**src/rtl/word_banner_pkg.sv**
```systemverilog
// word_banner_pkg: shared types and the banner word table.
//   state_t    - banner controller states
//   word_id_t  - banner word selector (W_NONE is the blank/reserved word)
//   word_len   - characters in a word
//   word_char  - font code of character idx of a word (0 past the end)
package word_banner_pkg;

    typedef enum logic [1:0] {
        IDLE,
        REVEAL,
        HOLD,
        BLINK
    } state_t;

    typedef enum logic [1:0] {
        W_FIGHT,
        W_DEFEAT,
        W_VICTORY,
        W_NONE
    } word_id_t;

    localparam logic [9:0] CHAR_BANG = 10'h03F;
    localparam logic [9:0] CHAR_A    = 10'h00A;

    function automatic logic [3:0] word_len(word_id_t w);
        case (w)
            W_FIGHT:   return 4'd6;
            W_DEFEAT:  return 4'd7;
            W_VICTORY: return 4'd8;
            default:   return 4'd0;
        endcase
    endfunction

    // Words are kept as ASCII so the table reads like the text on screen.
    function automatic logic [7:0] word_ascii(word_id_t w, logic [3:0] idx);
        logic [7:0] c;
        c = 8'h00;
        case (w)
            W_FIGHT: begin
                case (idx)
                    4'd0: c = "F";
                    4'd1: c = "I";
                    4'd2: c = "G";
                    4'd3: c = "H";
                    4'd4: c = "T";
                    4'd5: c = "!";
                    default: c = 8'h00;
                endcase
            end
            W_DEFEAT: begin
                case (idx)
                    4'd0: c = "D";
                    4'd1: c = "E";
                    4'd2: c = "F";
                    4'd3: c = "E";
                    4'd4: c = "A";
                    4'd5: c = "T";
                    4'd6: c = "!";
                    default: c = 8'h00;
                endcase
            end
            W_VICTORY: begin
                case (idx)
                    4'd0: c = "V";
                    4'd1: c = "I";
                    4'd2: c = "C";
                    4'd3: c = "T";
                    4'd4: c = "O";
                    4'd5: c = "R";
                    4'd6: c = "Y";
                    4'd7: c = "!";
                    default: c = 8'h00;
                endcase
            end
            default: c = 8'h00;
        endcase
        return c;
    endfunction

    function automatic logic [9:0] word_char(word_id_t w, logic [3:0] idx);
        logic [7:0] c;
        c = word_ascii(w, idx);
        if (idx >= word_len(w)) begin
            return 10'h000;
        end
        if (c == "!") begin
            return CHAR_BANG;
        end
        return CHAR_A + {2'b00, c - 8'h41};
    endfunction

endpackage

```
**src/rtl/word_banner_if.sv**
```systemverilog
// word_banner_if: control and pixel bus between the game-state controller /
// font pipeline (master) and the banner (slave).
//   show, hide, word_sel   - banner control
//   DrawX, DrawY           - current pixel
//   start_x, start_y, n,
//   is_word                - font pipeline contract
//   busy, reveal_done      - status back to the controller
interface word_banner_if;
    logic       show;
    logic       hide;
    logic [1:0] word_sel;
    logic [9:0] DrawX;
    logic [9:0] DrawY;
    logic [9:0] start_x;
    logic [9:0] start_y;
    logic [9:0] n;
    logic       is_word;
    logic       busy;
    logic       reveal_done;

    modport master (
        output show, hide, word_sel, DrawX, DrawY,
        input  start_x, start_y, n, is_word, busy, reveal_done
    );

    modport slave (
        input  show, hide, word_sel, DrawX, DrawY,
        output start_x, start_y, n, is_word, busy, reveal_done
    );
endinterface

```
**src/rtl/word_banner_frame_tick.sv**
```systemverilog
// frame_tick_detect: turns the vertical-sync-rate frame_clk into a one-cycle
// tick in the Clk domain, asserted the cycle after a rising edge is seen.
//   Clk, Reset - system clock, async active-high reset
//   frame_clk  - frame-rate level signal
//   tick       - one-cycle pulse per frame_clk rising edge
module frame_tick_detect (
    input  logic Clk,
    input  logic Reset,
    input  logic frame_clk,
    output logic tick
);
    logic frame_q;

    always_ff @(posedge Clk or posedge Reset) begin
        if (Reset) begin
            frame_q <= 1'b0;
            tick    <= 1'b0;
        end else begin
            frame_q <= frame_clk;
            tick    <= frame_clk & ~frame_q;
        end
    end
endmodule

```
**src/rtl/word_banner.sv**
```systemverilog
// word_banner: typewriter-style banner overlay. Latches a word on show,
// reveals one character every REVEAL_FRAMES frame ticks, holds for
// HOLD_FRAMES ticks, then blinks with a BLINK_FRAMES half-period until hide.
//   Clk, Reset - system clock, async active-high reset
//   frame_clk  - frame-rate signal, rising edge = one frame tick
//   bus        - control, pixel position and font-pipeline outputs
//
// state  | meaning
// IDLE   | nothing shown
// REVEAL | characters appearing one by one
// HOLD   | whole word shown, waiting to start blinking
// BLINK  | whole word blinking
module word_banner
    import word_banner_pkg::*;
#(
    parameter int X_START       = 200,
    parameter int Y_START       = 400,
    parameter int CHAR_W        = 8,
    parameter int CHAR_H        = 16,
    parameter int MAX_LEN       = 8,
    parameter int REVEAL_FRAMES = 4,
    parameter int HOLD_FRAMES   = 60,
    parameter int BLINK_FRAMES  = 30
) (
    input  logic         Clk,
    input  logic         Reset,
    input  logic         frame_clk,
    word_banner_if.slave bus
);
    localparam int CNT_MAX = (REVEAL_FRAMES > HOLD_FRAMES)
        ? ((REVEAL_FRAMES > BLINK_FRAMES) ? REVEAL_FRAMES : BLINK_FRAMES)
        : ((HOLD_FRAMES > BLINK_FRAMES) ? HOLD_FRAMES : BLINK_FRAMES);
    localparam int CNT_W   = $clog2(CNT_MAX + 1);
    localparam int RW      = $clog2(MAX_LEN + 1);
    localparam int CHAR_SH = $clog2(CHAR_W);

    localparam logic [CNT_W-1:0] REVEAL_LAST = CNT_W'(REVEAL_FRAMES - 1);
    localparam logic [CNT_W-1:0] HOLD_LAST   =
        CNT_W'((HOLD_FRAMES > 0) ? HOLD_FRAMES - 1 : 0);
    localparam logic [CNT_W-1:0] BLINK_LAST  = CNT_W'(BLINK_FRAMES - 1);

    state_t           state_q,  state_d;
    word_id_t         word_q,   word_d;
    logic [RW-1:0]    reveal_q, reveal_d;
    logic [CNT_W-1:0] frame_cnt_q, frame_cnt_d;
    logic             blink_q,  blink_d;
    logic             reveal_done_c;
    logic             tick;
    logic [RW-1:0]    len_eff;
    logic [3:0]       len_raw;

    frame_tick_detect u_tick (
        .Clk       (Clk),
        .Reset     (Reset),
        .frame_clk (frame_clk),
        .tick      (tick)
    );

    // Clamp to MAX_LEN so the box never grows past its ceiling.
    always_comb begin
        len_raw = word_len(word_q);
        len_eff = (int'(len_raw) > MAX_LEN) ? RW'(MAX_LEN) : RW'(len_raw);
    end

    always_ff @(posedge Clk or posedge Reset) begin
        if (Reset) begin
            state_q     <= IDLE;
            word_q      <= W_NONE;
            reveal_q    <= '0;
            frame_cnt_q <= '0;
            blink_q     <= 1'b1;
        end else begin
            state_q     <= state_d;
            word_q      <= word_d;
            reveal_q    <= reveal_d;
            frame_cnt_q <= frame_cnt_d;
            blink_q     <= blink_d;
        end
    end

    // hide beats show; show beats any tick in the same cycle.
    always_comb begin
        state_d       = state_q;
        word_d        = word_q;
        reveal_d      = reveal_q;
        frame_cnt_d   = frame_cnt_q;
        blink_d       = blink_q;
        reveal_done_c = 1'b0;

        if (bus.hide) begin
            state_d     = IDLE;
            reveal_d    = '0;
            frame_cnt_d = '0;
            blink_d     = 1'b1;
        end else if (bus.show) begin
            word_d      = word_id_t'(bus.word_sel);
            frame_cnt_d = '0;
            blink_d     = 1'b1;
            if (word_len(word_id_t'(bus.word_sel)) == 4'd0) begin
                state_d  = IDLE;
                reveal_d = '0;
            end else begin
                state_d  = REVEAL;
                reveal_d = RW'(1);
            end
        end else begin
            case (state_q)
                REVEAL: begin
                    if (reveal_q >= len_eff) begin
                        reveal_done_c = 1'b1;
                        frame_cnt_d   = '0;
                        state_d       = HOLD;
                    end else if (tick) begin
                        if (frame_cnt_q == REVEAL_LAST) begin
                            reveal_d    = reveal_q + 1'b1;
                            frame_cnt_d = '0;
                        end else begin
                            frame_cnt_d = frame_cnt_q + 1'b1;
                        end
                    end
                end
                HOLD: begin
                    // The word turns dark on the same tick that ends HOLD.
                    if (HOLD_FRAMES != 0 && tick) begin
                        if (frame_cnt_q == HOLD_LAST) begin
                            state_d     = BLINK;
                            blink_d     = 1'b0;
                            frame_cnt_d = '0;
                        end else begin
                            frame_cnt_d = frame_cnt_q + 1'b1;
                        end
                    end
                end
                BLINK: begin
                    if (tick) begin
                        if (frame_cnt_q == BLINK_LAST) begin
                            blink_d     = ~blink_q;
                            frame_cnt_d = '0;
                        end else begin
                            frame_cnt_d = frame_cnt_q + 1'b1;
                        end
                    end
                end
                default: ;
            endcase
        end
    end

    logic [10:0] x_ext, y_ext, x_end;
    logic [9:0]  col;
    logic        in_x, in_y;

    // 11-bit box math keeps X_START + width from wrapping at 1024.
    always_comb begin
        x_ext = {1'b0, bus.DrawX};
        y_ext = {1'b0, bus.DrawY};
        x_end = 11'(X_START) + (11'(len_eff) << CHAR_SH);
        in_x  = (x_ext >= 11'(X_START)) && (x_ext < x_end);
        in_y  = (y_ext >= 11'(Y_START)) && (y_ext < 11'(Y_START + CHAR_H));
        col   = (bus.DrawX - 10'(X_START)) >> CHAR_SH;
    end

    assign bus.start_x     = 10'(X_START);
    assign bus.start_y     = 10'(Y_START);
    assign bus.n           = (col < 10'(len_eff)) ? word_char(word_q, col[3:0]) : 10'h000;
    assign bus.busy        = (state_q != IDLE);
    assign bus.is_word     = in_x && in_y && (col < 10'(reveal_q)) && blink_q
                             && (state_q != IDLE);
    assign bus.reveal_done = reveal_done_c;

endmodule

```
**src/flat_wrapper.sv**
```systemverilog
// flat-port wrapper written by rule: the top's interface ports become plain ports
module word_banner_flat import word_banner_pkg::*;
#(
    parameter int X_START       = 200,
    parameter int Y_START       = 400,
    parameter int CHAR_W        = 8,
    parameter int CHAR_H        = 16,
    parameter int MAX_LEN       = 8,
    parameter int REVEAL_FRAMES = 4,
    parameter int HOLD_FRAMES   = 60,
    parameter int BLINK_FRAMES  = 30
)
  (Clk, Reset, frame_clk, bus_show, bus_hide, bus_word_sel, bus_DrawX, bus_DrawY, bus_start_x, bus_start_y, bus_n, bus_is_word, bus_busy, bus_reveal_done);
  word_banner_if bus_i ();
  input  logic Clk;
  input  logic Reset;
  input  logic frame_clk;
  input wire logic [$bits(bus_i.show)-1:0] bus_show;
  input wire logic [$bits(bus_i.hide)-1:0] bus_hide;
  input wire logic [$bits(bus_i.word_sel)-1:0] bus_word_sel;
  input wire logic [$bits(bus_i.DrawX)-1:0] bus_DrawX;
  input wire logic [$bits(bus_i.DrawY)-1:0] bus_DrawY;
  output wire logic [$bits(bus_i.start_x)-1:0] bus_start_x;
  output wire logic [$bits(bus_i.start_y)-1:0] bus_start_y;
  output wire logic [$bits(bus_i.n)-1:0] bus_n;
  output wire logic [$bits(bus_i.is_word)-1:0] bus_is_word;
  output wire logic [$bits(bus_i.busy)-1:0] bus_busy;
  output wire logic [$bits(bus_i.reveal_done)-1:0] bus_reveal_done;
  assign bus_i.show = bus_show;
  assign bus_i.hide = bus_hide;
  assign bus_i.word_sel = bus_word_sel;
  assign bus_i.DrawX = bus_DrawX;
  assign bus_i.DrawY = bus_DrawY;
  assign bus_start_x = bus_i.start_x;
  assign bus_start_y = bus_i.start_y;
  assign bus_n = bus_i.n;
  assign bus_is_word = bus_i.is_word;
  assign bus_busy = bus_i.busy;
  assign bus_reveal_done = bus_i.reveal_done;
  word_banner #(.X_START(X_START), .Y_START(Y_START), .CHAR_W(CHAR_W), .CHAR_H(CHAR_H), .MAX_LEN(MAX_LEN), .REVEAL_FRAMES(REVEAL_FRAMES), .HOLD_FRAMES(HOLD_FRAMES), .BLINK_FRAMES(BLINK_FRAMES)) u_core (.Clk(Clk), .Reset(Reset), .frame_clk(frame_clk), .bus(bus_i));
endmodule
```
**config.mk**
```make
export PLATFORM = sky130hd
export DESIGN_NAME = word_banner_flat
export DESIGN_NICKNAME = d
export VERILOG_FILES = /design/src/rtl/word_banner_pkg.sv /design/src/rtl/word_banner_if.sv /design/src/rtl/word_banner_frame_tick.sv /design/src/rtl/word_banner.sv /design/src/flat_wrapper.sv
export SDC_FILE = /design/constraint.sdc
export NUM_CORES = 1
export LEC_CHECK = 0
export CORE_MARGIN = 2
export CORE_UTILIZATION = 35
export CTS_BUF_LIST = sky130_fd_sc_hd__clkbuf_2
export CTS_CLUSTER_DIAMETER = 30
export DETAILED_ROUTE_END_ITERATION = 10
export GPL_TIMING_DRIVEN = 0
export HOLD_SLACK_MARGIN = 0.02
export PLACE_DENSITY_LB_ADDON = 0.08
export REMOVE_ABC_BUFFERS = 1
export SLEW_MARGIN = 0
export SYNTH_ARGS = -nofsm -noshare
export SYNTH_HDL_FRONTEND = slang
export SYNTH_HIERARCHICAL = 1
export SYNTH_SLANG_ARGS = --single-unit
```
**constraint.sdc**
```tcl
create_clock -name Clk -period 4.94 [get_ports Clk]
set_clock_uncertainty 0.1 [all_clocks]
set_input_delay 0.494 -clock Clk [delete_from_list [all_inputs] [get_ports Clk]]
set_output_delay 0.494 -clock Clk [all_outputs]
set_load 0.005 [all_outputs]
```
==> results of run 1 <==
[through the flow]
stage / cell area, um2 / power [mW]
global route: 3190 / 0.685
floorplan: 2600 / 0.426
finish: 3190 / 0.618
global placement: 3040 / 0.518
detailed placement: 3040 / 0.521
CTS: 3100 / 0.602
[worst max-delay path by stage]
stage                             from       end  slack (ns)
after floorplan           bus_DrawX[3]  bus_n[5]        0.84
after global placement    bus_DrawX[3]  bus_n[5]       -1.22
after detailed placement  bus_DrawX[3]  bus_n[5]       -1.16
after CTS                 bus_DrawX[4]  bus_n[5]        0.06
after global routing      bus_DrawX[4]  bus_n[5]       -0.03
final                     bus_DrawX[4]  bus_n[5]        0.21
[metal layers]
metal	vias up	global-route usage, %	share of wire [%]
li1	1241	-	-
met3	2	2.03	4.6
met1	1169	22.8	51
met2	67	25.7	44
met5	-	0	0
met4	0	1.10	0.21
[kinds of logic (layout without fill, tap and decap cells)]
group	count (synthesis)	count (layout)	share of synthesized area (%)
DFF	17	17	15.5
other	2	21	0.272
buffers and inverters	58	70	12.3
muxes	10	10	3.81
AOI/OAI and AO/OA	92	92	24.0
xor gates and xnor gates	11	11	3.49
and+or+nand+nor	102	102	20.7
adders and majority gates	44	44	19.9
[final cells by class]
class / instances / area share, %
multi-input cells: 280 / 67.3
clock buffers: 4 / 0.628
inverters: 29 / 3.57
well taps: 102 / 4.00
flip-flops and latches: 17 / 13.5
repair buffers: 37 / 11.1
[flip-flops by register name (all words and copies together) (netlist names)]
| name | cells |
|---|---|
| u_core/state_q | 2 |
| u_core/frame_cnt_q | 6 |
| u_core/word_q | 2 |
| u_core/u_tick/tick | 1 |
| u_core/reveal_q | 4 |
| u_core/blink_q | 1 |
| u_core/u_tick/frame_q | 1 |
[report_power, final]
part           leakage [nW]  internal (mW)  switching, mW  total, mW
combinational          1.10          0.178          0.216      0.394
sequential            0.220          0.148        0.00871      0.157
clock                0.0166         0.0215         0.0461     0.0676
total                  1.34          0.347          0.271      0.618
[placed cells by master (no fill, tap or decap), drive strengths merged, types with 3 or more instances in the layout]
master / count
mux2i: 6
o31ai: 3
clkbuf: 4
nor4: 3
nand4: 4
ha: 44
dfstp: 3
xnor2: 10
o211ai: 4
conb: 21
a21o: 6
nor3: 9
a2111oi: 4
mux2: 4
or2: 5
nor2b: 7
nand2b: 6
clkdlybuf4s50: 28
a211oi: 3
o21a: 5
a211o: 3
o21ai: 22
nand3: 9
dfrtp: 14
inv: 29
nor2: 14
buf: 7
a21oi: 18
nand2: 28
or3: 4
[repair_timing]
item	4_1_cts	5_1_grt
cloned	0	0
setup endpoints to repair	8	3
gates resized for setup	19	11
pin swaps	0	6
buffers inserted	0	6
==> out/metrics.yaml, run 1 <==
sta:
  hold_slack_ns: 0.232
  relSlewSlack_pct: 54.8
  worstMarginPinSlew_ns: 0.677
  fmax_mhz: 212
  rsz0062_at_grt: "true"
  finalCriticalPeriod_ns: 4.73
  period_share_pct: 95.7
  finalSetupTns_ns: 0
  finalHoldViolations: 0
  slew_violations: 0
  report.final.setup_viol: 0
  final.setup.worst_slack_ns: 0.215
global_route:
  grt_pass1_wl_mm: 11.2
  antenna_found_initial: 0
  grt_pass1_vias: 2260
  grt_max_degree: 16
  grtUsageTotal_pct: 15.7
  gr-total-overflow: 0
route:
  firstDrtPassIters: 4
  vias_per_cell: 5.29
  wl_per_cell_um: 14.1
  routed_wirelength_mm: 6.62
  drc_errors: 0
  num_vias: 2479
  drtIter0Drc: 73
  final_antenna_net_count: 0
setup_path:
  r2r_start: "u_core/word_q[1]$_DFFE_PP1P_"
  cp_num_cells: 16
  cp_cell_sequence: "clkdlybuf4s15_2 -> inv_1 -> ha_1 -> ha_4 -> buf_4 -> mux2i_1 -> o211ai_2 -> nand2_2 -> ha_4 -> xnor2_1 -> ha_1 -> or3_1 -> o221ai_2 -> xnor2_1 -> a21oi_2 -> clkdlybuf4s50_1"
  crit_path_end_kind: "primary output"
  reg2reg_slack_ns: 1.45
  critPathMaxFanout: 10
  crit_buf_inv: 4
  cp_data_required_time_ns: 4.35
  critPathLaunchType: "input port"
  cp_top_family: "buffers and inverters"
  slowest_delay_ns: 0.52
  crit_arrival_ns: 4.13
  reg2reg_to: "u_core/frame_cnt_q[5]$_DFFE_PP0P_"
  worstSetupPathType: "input port to primary output"
  slowest_stage: "clkdlybuf4s50_1"
  rr_worst_depth: 10
logic_synthesis:
  synth_seq_area_share_pct: 15.5
  yosys_warnings: 6
  synth_cells: 336
  yosys.area.top_type: "ha_1"
  ys_ff_latch: 17
  synthTopCellsByCount: "ha_1 (44), nand2_1 (28), inv_1 (27)"
  ys.flop_type: "dfrtp_1"
  synth_area_leaders: "ha_1 (20%), dfrtp_1 (13%), buf_4 (5.7%), nand2_1 (3.8%), inv_1 (3.7%)"
  synthArstFlopShare_pct: 100
  synth_edf_count: 0
  synth_cell_types: 73
  synth_top_area_share_pct: 19.9
  synthesis.area_mm2: 0.00276
  postSynthAreaPerCell_um2: 8.22
  synthMostInstantiatedCell: "ha_1"
placed_design:
  io_buffer_count: 31
  place_ws_ns: -1.16
  placed_cells: 459
  routabilityCongestion: 0.810
  dp_hpwl_mm: 5.15
cells_and_area:
  register_area_um2: 429
  multi_input_area_mm2: 0.00215
  syn2layout_area_growth_pct: 15.5
  final_core_util_pct: 41.5
  drive_gt1_share_pct: 15.5
  instances_no_fill: 469
  finalNetCount: 439
  nFillCells: 787
  num_antenna_cells: 0
die:
  die_w_um: 92.8
  rows: 32
  die_area_mm2: 0.00862
  initial_utilization_pct: 35.9
  ios: 60
  core_mm2: 0.00769
  die_y_um: 92.8
status:
  status: "finished clean"
cts:
  htreeDepth: 1
  cts_buffers: 3
  clock_sinks: 17
  cts_tree: "built"
  cts_hold_buf: 0
  cts_buffer_depth: 2
  root_buffer: "clkbuf_2"
  clkTransAtPathRegs_ns: 0.17
  insertion_delay_ns: 0.30
power:
  powerDensity_mw_per_mm2: 194
  ir_drop_mv: 0.108
  leakage_nw: 1.34
flow_run:
  drv_cap: 0
hold_path:
  hp-class: "input port to async pin"
(Power assumes the default switching activity.)
==> inputs of run 2 (changes only) <==
--- a/config.mk
+++ b/config.mk
@@ -5,7 +5,8 @@
 export SDC_FILE = /design/constraint.sdc
 export NUM_CORES = 1
 export LEC_CHECK = 0
-export CORE_MARGIN = 2
+export CELL_PAD_IN_SITES_DETAIL_PLACEMENT = 1
+export CELL_PAD_IN_SITES_GLOBAL_PLACEMENT = 1
 export CORE_UTILIZATION = 35
 export CTS_BUF_LIST = sky130_fd_sc_hd__clkbuf_2
 export CTS_CLUSTER_DIAMETER = 30
==> run 2 against run 1 <==
Net effect: via count about the same; design area grew 1.3%; flip-flop and latch count stayed put; critical path depth increased by 1; sequential share of layout area down 0.17 points; combinational power up 2%.
==> out/metrics.yaml, run 2 (synthesis results as in run 1) <==
setup_path:
  crit_path_end_kind: "primary output"  # unchanged
  worstSetupPathType: "input port to primary output"  # unchanged
  cp_cell_sequence: "buf_4 -> clkinvlp_4 -> ha_1 -> ha_4 -> inv_2 -> a21oi_4 -> a211oi_1 -> nor2_1 -> inv_1 -> ha_4 -> inv_1 -> ha_1 -> or3_1 -> o221ai_2 -> xnor2_1 -> a21oi_1 -> clkdlybuf4s50_1"  # was clkdlybuf4s15_2 -> inv_1 -> ha_1 -> ha_4 -> buf_4 -> mux2i_1 -> o211ai_2 -> nand2_2 -> ha_4 -> xnor2_1 -> ha_1 -> or3_1 -> o221ai_2 -> xnor2_1 -> a21oi_2 -> clkdlybuf4s50_1
  critPathMaxFanout: 9  # was 10
  slowest_delay_ns: 0.53  # was 0.52 ns
  critPathLaunchType: "input port"  # unchanged
  crit_arrival_ns: 4.14  # was 4.13 ns
  slowest_stage: "clkdlybuf4s50_1"  # unchanged
  cp_data_required_time_ns: 4.35  # about the same
sta:
  slew_violations: 0  # unchanged
  worstMarginPinSlew_ns: 0.687  # was 0.677 ns
  finalHoldViolations: 0  # unchanged
  fmax_mhz: 211  # was 212 MHz
  finalSetupTns_ns: 0  # unchanged
  period_share_pct: 95.9  # was 95.7%
  relSlewSlack_pct: 54.2  # was 54.8%
  finalCriticalPeriod_ns: 4.74  # was 4.73 ns
  report.final.setup_viol: 0  # unchanged
placed_design:
  placed_cell_area_mm2: 0.00304  # unchanged
  io_buffer_count: 31  # unchanged
  routabilityCongestion: 0.751  # was 0.810
  dp_hpwl_mm: 5.72  # was 5.15 mm
  placed_cells: 459  # unchanged
die:
  rows: 32  # unchanged
  initial_utilization_pct: 35.9  # unchanged
  die_y_um: 90.8  # was 92.8 um
  ios: 60  # unchanged
  core_mm2: 0.00769  # unchanged
  die_w_um: 90.8  # was 92.8 um
  die_area_mm2: 0.00825  # was 0.00862 mm2
cts:
  cts_buffer_depth: 2  # unchanged
  root_buffer: "clkbuf_2"  # unchanged
  cts_buffers: 3  # unchanged
  cts_tree: "built"  # unchanged
  insertion_delay_ns: 0.31  # was 0.30 ns
  clkTransAtPathRegs_ns: 0.18  # was 0.17 ns
  clock_sinks: 17  # unchanged
  htreeDepth: 1  # unchanged
flow_run:
  drv_cap: 0  # unchanged
route:
  firstDrtPassIters: 4  # unchanged
  wl_per_cell_um: 15.5  # was 14.1 um
  final_antenna_net_count: 0  # unchanged
  drc_errors: 0  # unchanged
  routed_wirelength_mm: 7.39  # was 6.62 mm
  vias_per_cell: 5.21  # was 5.29
  drtIter0Drc: 31  # was 73
  num_vias: 2480  # was 2,479
power:
  pwr-share-comb_pct: 64.1  # was 63.7%
  power_uw: 628  # was 618 uW
  power.switching_uw: 279  # was 271 uW
  swShare_pct: 44.5  # was 43.8%
  powerDensity_mw_per_mm2: 194  # about the same
  clkPwrFrac_pct: 11.0  # was 10.9%
  ir_drop_mv: 0.0762  # was 0.108 mV
  leakage_nw: 1.37  # was 1.34 nW
  p_int_uw: 349  # was 347 uW
  seq_power_share_pct: 24.9  # was 25.3%
cells_and_area:
  instances_no_fill: 476  # was 469
  syn2layout_area_growth_pct: 17.0  # was 15.5%
  top_regs: "u_core/frame_cnt_q x6, u_core/reveal_q x4"  # unchanged
  finalNetCount: 446  # was 439
  final_cell_mix: "ha_1 (39), clkdlybuf4s50_1 (28), nand2_1 (28), inv_1 (26), conb_1 (21)"  # was ha_1 (39), clkdlybuf4s50_1 (28), nand2_1 (27), inv_1 (26), conb_1 (21)
  layout_commonest_cell: "ha_1"  # unchanged
  regMostFlops: "u_core/frame_cnt_q"  # unchanged
  largest_register_ffs: 6  # unchanged
  drive_gt1_share_pct: 16.3  # was 15.5%
  stdcell_area_mm2: 0.00323  # was 0.00319 mm2
  num_antenna_cells: 0  # unchanged
global_route:
  gr-total-overflow: 0  # unchanged
  grt_pass1_wl_mm: 12.3  # was 11.2 mm
  grtUsageTotal_pct: 18.1  # was 15.7%
  grt_pass1_vias: 2498  # was 2,260
  grt_max_degree: 16  # unchanged
  antenna_found_initial: 0  # unchanged
status:
  status: "finished clean"  # unchanged
hold_path:
  hp-class: "input port to async pin"  # unchanged
[run 2: cell types whose count changed in the layout (fill, tap and decap cells not counted), sizes merged]
cell,change
clkbuf,+1
inv,-1
clkinvlp,+1
buf,+7
clkdlybuf4s15,-1
[run 2: worst paths after layout]
| check | start | to | slack (ns) | cells past startpoint |
|---|---|---|---|---|
| hold reg to reg | u_core/u_tick/frame_q$_DFF_PP0_ | u_core/u_tick/tick$_DFF_PP0_ | 0.36 | 1 |
| max in group asynchronous | Reset | u_core/reveal_q[0]$_DFFE_PP0P_ | 3.85 | 2 |
| min in group Clk | u_core/u_tick/frame_q$_DFF_PP0_ | u_core/u_tick/tick$_DFF_PP0_ | 0.36 | 1 |
| setup reg to reg | u_core/word_q[1]$_DFFE_PP1P_ | u_core/frame_cnt_q[5]$_DFFE_PP0P_ | 1.46 | 10 |
| setup / recovery | bus_DrawX[3] | bus_n[5] | 0.20 | 17 |
| hold / removal | Reset | u_core/u_tick/frame_q$_DFF_PP0_ | 0.23 | 2 |
[run 2: worst max-delay path: cells and delay by family]
family / cells / cell delay (ns)
xor gates and xnor gates: 1 / 0.10
buffers and inverters: 6 / 1.17
adders and majority gates: 4 / 1.10
and+or+nand+nor: 2 / 0.62
AOI/OAI and AO/OA: 4 / 0.65
[run 2: power by group through the flow]
stage	Combinational, mW	Sequential, mW	Clock (mW)
finish	0.403	0.157	0.0688
global route	0.455	0.158	0.0793
detailed placement	0.370	0.160	0
global placement	0.360	0.160	0
floorplan	0.269	0.157	0
CTS	0.381	0.158	0.0753
[run 2: cell type report]
| class | count | area [um2] |
|---|---|---|
| Clock buffer | 4 | 20.0 |
| Fill cell | 970 | 4460 |
| Inverter | 29 | 113 |
| Multi-Input combinational cell | 280 | 2140 |
| Sequential cell | 17 | 429 |
| Tap cell | 102 | 128 |
| Timing Repair Buffer | 44 | 397 |
[run 2: metrics by stage]
step / util, % / setup WS [ns] / hold slack [ns]
2_1_floorplan: - / 0.842 / 0.135
3_3_place_gp: 39.6 / -1.24 / 0.330
3_5_place_dp: 39.6 / -1.27 / 0.344
4_1_cts: 40.3 / 0.00460 / 0.211
5_1_grt: 42.0 / -0.0472 / 0.208
6_report: 42.0 / 0.204 / 0.228
[run 2: routing by layer]
layer | wire (um) | global-route usage, % | part of all wire [%] | up-vias
li1 | - | - | - | 1248
met1 | 3710 | 24.6 | 50 | 1191
met2 | 3490 | 31.8 | 47 | 39
met3 | 174 | 2.27 | 2.4 | 2
met4 | 12 | 1.19 | 0.16 | 0
met5 | 0 | 0 | 0 | -
[run 2: timing repair]
action | CTS | global route
pin swaps | 0 | 3
setup buffers | 0 | 13
hold buffers | 0 | 0
setup endpoints to repair | 9 | 3
resized for setup | 19 | 9
